==> src/rtl/transmitter.sv <==
// UART 8N1 transmitter. A one-byte holding register (THR) feeds a shift
// register (TSR). Bit timing comes from an 8x baud clock that is sampled
// on sys_clk and edge-detected into single-cycle ticks.
module transmitter (
   input  logic       sys_clk,
   input  logic       rst,
   input  logic       bclkx8,
   input  logic       tx_load,
   input  logic [7:0] tx_din,
   output logic       tx_data,
   output logic       tdre,
   output logic       tx_busy
);

   typedef enum logic [1:0] {IDLE, START, DATA, STOP} state_t;

   state_t      state_q, state_d;
   logic [7:0]  thr_q, thr_d;
   logic [7:0]  tsr_q, tsr_d;
   logic [2:0]  count_q, count_d;
   logic [3:0]  bit_count_q, bit_count_d;
   logic        tdre_q, tdre_d;
   logic        tx_data_q, tx_data_d;
   logic        bclkx8_old_q;
   logic        tick;

   // Baud-clock history. It follows bclkx8 every cycle, including while reset
   // is held, so it already equals bclkx8 at release and no false tick occurs.
   always_ff @(posedge sys_clk) begin
      bclkx8_old_q <= bclkx8;
   end

   assign tick = bclkx8 & ~bclkx8_old_q;

   // Next-state logic: THR write handling plus the frame FSM, advancing on ticks.
   always_comb begin
      state_d     = state_q;
      thr_d       = thr_q;
      tsr_d       = tsr_q;
      count_d     = count_q;
      bit_count_d = bit_count_q;
      tdre_d      = tdre_q;
      tx_data_d   = tx_data_q;

      // A write is accepted only while THR is empty; otherwise the byte is dropped.
      // A THR->TSR transfer needs tdre=0, so it can never collide with this.
      if (tx_load && tdre_q) begin
         thr_d  = tx_din;
         tdre_d = 1'b0;
      end

      if (tick) begin
         case (state_q)
            IDLE: begin
               tx_data_d = 1'b1;
               if (!tdre_q) begin
                  tsr_d     = thr_q;
                  tdre_d    = 1'b1;
                  tx_data_d = 1'b0;
                  count_d   = 3'd0;
                  state_d   = START;
               end
            end
            START: begin
               if (count_q == 3'd7) begin
                  tx_data_d   = tsr_q[0];
                  tsr_d       = {1'b0, tsr_q[7:1]};
                  bit_count_d = 4'd1;
                  count_d     = 3'd0;
                  state_d     = DATA;
               end else begin
                  count_d = count_q + 3'd1;
               end
            end
            DATA: begin
               if (count_q == 3'd7) begin
                  if (bit_count_q == 4'd8) begin
                     tx_data_d = 1'b1;
                     state_d   = STOP;
                  end else begin
                     tx_data_d   = tsr_q[0];
                     tsr_d       = {1'b0, tsr_q[7:1]};
                     bit_count_d = bit_count_q + 4'd1;
                  end
                  count_d = 3'd0;
               end else begin
                  count_d = count_q + 3'd1;
               end
            end
            STOP: begin
               if (count_q == 3'd7) begin
                  count_d = 3'd0;
                  if (!tdre_q) begin
                     // Next byte already waiting: start bit follows the stop bit directly.
                     tsr_d     = thr_q;
                     tdre_d    = 1'b1;
                     tx_data_d = 1'b0;
                     state_d   = START;
                  end else begin
                     state_d = IDLE;
                  end
               end else begin
                  count_d = count_q + 3'd1;
               end
            end
            default: state_d = IDLE;
         endcase
      end
   end

   // State registers; reset forces the line high at once and drops any held byte.
   always_ff @(posedge sys_clk or posedge rst) begin
      if (rst) begin
         state_q     <= IDLE;
         thr_q       <= 8'd0;
         tsr_q       <= 8'd0;
         count_q     <= 3'd0;
         bit_count_q <= 4'd0;
         tdre_q      <= 1'b1;
         tx_data_q   <= 1'b1;
      end else begin
         state_q     <= state_d;
         thr_q       <= thr_d;
         tsr_q       <= tsr_d;
         count_q     <= count_d;
         bit_count_q <= bit_count_d;
         tdre_q      <= tdre_d;
         tx_data_q   <= tx_data_d;
      end
   end

   assign tx_data = tx_data_q;
   assign tdre    = tdre_q;
   assign tx_busy = (state_q != IDLE);

endmodule

==> config.mk <==
export PLATFORM = sky130hd
export DESIGN_NAME = transmitter
export DESIGN_NICKNAME = d
export VERILOG_FILES = /design/src/rtl/transmitter.sv
export SDC_FILE = /design/constraint.sdc
export NUM_CORES = 1
export LEC_CHECK = 0
export CAP_MARGIN = 40
export CORE_ASPECT_RATIO = 0.5
export CORE_MARGIN = 5
export CORE_UTILIZATION = 40
export CTS_CLUSTER_DIAMETER = 200
export DETAILED_ROUTE_END_ITERATION = 10
export GPL_TIMING_DRIVEN = 0
export PLACE_DENSITY_LB_ADDON = 0.2
export SYNTH_ARGS = -nofsm -noshare
export SYNTH_HDL_FRONTEND = slang
export SYNTH_SLANG_ARGS = --single-unit
export TNS_END_PERCENT = 100
==> constraint.sdc <==
create_clock -name sys_clk -period 3.9 [get_ports sys_clk]
set_clock_uncertainty 0.15 [all_clocks]
set_input_delay 1.17 -clock sys_clk [delete_from_list [all_inputs] [get_ports sys_clk]]
set_output_delay 1.17 -clock sys_clk [all_outputs]
set_load 0.1 [all_outputs]
==> flow_metrics.tcl, run 1 <==
set metrics [dict create \
    maxCapViolCount 0 \
    ys_seq_elements 28 \
    finalSetupTns_ns 0 \
    period_needed_ns 3.288 \
    fmax_mhz 304.1 \
    clock-root-buffer "clkbuf_8" \
    period_share 0.8431 \
    avgRoutedWirePerCell_um 12.98 \
    rsz0062_at_grt "false" \
    worstSetupEndpointType "primary output" \
    start_util 0.4159 \
    vias_per_cell 5.016 \
    critPathRequiredTime_ns 2.58 \
    gp_congestion 0.6908 \
    worst_pin_slew_ns 0.6380 \
    drtPass1Iterations 4 \
    power_leakage_nw 0.7673 \
    core_mm2 0.003453 \
    dp_cells 189 \
    grt_pass1_vias 1005 \
    syn_inst 120 \
    status "finished, final reports clean" \
    setup_viol 0 \
    mostFrequentLayoutCells "mux2_2, dfrtp_1, clkdlybuf4s50_1, nand2_1, ha_1" \
    critical_path.max_fanout 6 \
    cts_made_buffers 3 \
    hold_buffers 0 \
    peakVddDrop_mv 0.2699 \
    drt-initial-drc-count 29 \
    synth_top_cell_by_area "dfrtp_1" \
    die_w_um 94.75 \
    overflow 0 \
    crit_type "reg -> out" \
    fin_nets 163 \
    syn_area_mm2 0.001436 \
    wirelength_um 2505 \
    max_slew_margin 0.5747 \
    post-route-drc-count 0 \
    final_common_cell "mux2_2" \
    grt_pass1_wl_um 4395 \
    grt_max_degree 21 \
    yosys-top-cells-area "dfrtp_1, mux2_2, ha_1" \
    synth_area_per_cell_um2 11.97 \
    powerDensity_mw_per_mm2 797.4 \
    place_hpwl_um 1841 \
    synth_top_area_share 0.4355 \
    power_mw 1.423 \
    synth_nets 140 \
    clk_latency_ns 0.28 \
    synth_cell_types 26 \
    ant_nets 0 \
    io_pins 15 \
    ys_warn_count 0 \
    cp-start-kind "register" \
    die_y_um 52.38 \
    area_growth_pct 24.22 \
    antenna_cells 0 \
    hold_path_class "reg -> reg" \
    grtUsageTotal 0.1189 \
    hold_viol 0 \
    clockBufferDepth 2 \
    ys_seq_area_frac 0.4861 \
    antenna_found_initial 0 \
    postCtsSetupBuffers 0 \
    htree_levels 1 \
    rows 15 \
    numClockSinks 28 \
    vias 968 \
    clk_pin_slew_ns 0.10 \
    layout-drive-gt1-share 0.2746 \
    cts_tree "built" \
    die_area_mm2 0.004962 \
    stdcell_count 193 \
    report.final.slew_viol_count 0 \
    cts_resized 0 \
    cp.arrival_ns 1.97 \
    numPortBuffers 14 \
]
## critical path, cell delays in order, from the launching register on
cell	delay, ns
dfrtp_1	0.43
inv_1	0.09
ha_1	0.27
inv_1	0.15
clkdlybuf4s50_1	0.54
buf_8	0.20
## path summary, 6_finish.rpt
kind                            startpoint         end  slack [ns]  cells past startpoint
worst max-delay path            state_q[0]     tx_busy        0.61                      5
worst min-delay path            count_q[1]  count_q[1]        0.36                      2
worst max register to register  state_q[0]    tsr_q[3]        1.52                      6
worst min register to register  count_q[1]  count_q[1]        0.36                      2
max in group asynchronous              rst     tx_data        2.10                      3
min in group asynchronous              rst    thr_q[2]        1.00                      2
## through the flow
step	setup slack, ns	hold WS (ns)	utilization	area (µm²)
after floorplan	1.221	0.3038	-	1436
after global placement	0.5047	0.3245	0.4750	1640
after detailed placement	0.7560	0.3353	0.4960	1713
after CTS	0.5900	0.3588	0.5167	1784
after global routing	0.5093	0.3729	0.5167	1784
final	0.6121	0.3564	0.5167	1784
## Yosys cell counts
master,number
nand2b_1,1
a21oi_1,1
a22oi_1,1
nor2b_1,3
clkbuf_1,3
a22o_1,3
and3b_4,1
nand2_1,10
a2111oi_4,1
nand3_1,3
mux2i_1,1
dfrtp_1,25
o32ai_1,1
o21ai_0,3
inv_1,6
ha_1,8
dfxtp_1,1
o211ai_1,3
dfstp_2,2
and3_2,1
a211oi_1,3
mux2_2,26
nor3_1,3
o221ai_1,1
nand3b_1,3
nor2_1,6
## state kept, by name (all words and copies together) (netlist names)
name / cells
thr_q: 8
bit_count_q: 4
tsr_q: 8
state_q: 2
tx_data: 1
count_q: 3
bclkx8_old_q: 1
tdre: 1
## cell families after synthesis
group / synth area share
buffers and inverters: 0.02352
AO/OA/AOI/OAI: 0.1002
adder cells (fa/ha/maj): 0.06969
flip-flops: 0.4861
AND/OR/NAND/NOR: 0.1098
multiplexers: 0.2108
## cell type report
type | count | area [µm²]
fillers | 311 | 1669
repair buffers | 18 | 212.7
clock inverters | 1 | 30.03
inverters | 6 | 22.52
plain buffers | 3 | 11.26
flip-flops and latches | 28 | 698.2
clock buffers | 3 | 41.29
multi-input cells | 83 | 704.4
well taps | 51 | 63.81
## where the power goes
group	internal, mW	switching [mW]	total, mW
Combinational	0.343	0.361	0.704
Sequential	0.414	0.0693	0.483
Clock	0.138	0.0983	0.236
Total	0.894	0.528	1.42
## routing by layer
metal | up-vias | wire length, µm | GRT usage
li1 | 477 | - | -
met1 | 472 | 1283 | 0.1443
met2 | 14 | 1099 | 0.1925
met3 | 5 | 67 | 0.03874
met4 | 0 | 55 | 0.05742
met5 | - | 0 | 0
(Power assumes the default switching activity.)
==> inputs of run 2 (changes only) <==
==> constraint.sdc (replaced) <==
create_clock -name sys_clk -period 3.4 [get_ports sys_clk]
set_clock_uncertainty 0.15 [all_clocks]
set_input_delay 1.02 -clock sys_clk [delete_from_list [all_inputs] [get_ports sys_clk]]
set_output_delay 1.02 -clock sys_clk [all_outputs]
set_load 0.1 [all_outputs]
==> results of run 2 <==
The final DEF is identical to that of run 1. Status: finished, final reports clean.
Among the figures that moved: setup slack after placement 0.7560 ns -> 0.4060 ns; setup slack after layout 0.6121 ns -> 0.2621 ns; register-to-register setup slack 1.52 ns -> 1.02 ns; total power 1.423 mW -> 1.632 mW; worst IR drop on VDD 0.2699 mV -> 0.3096 mV
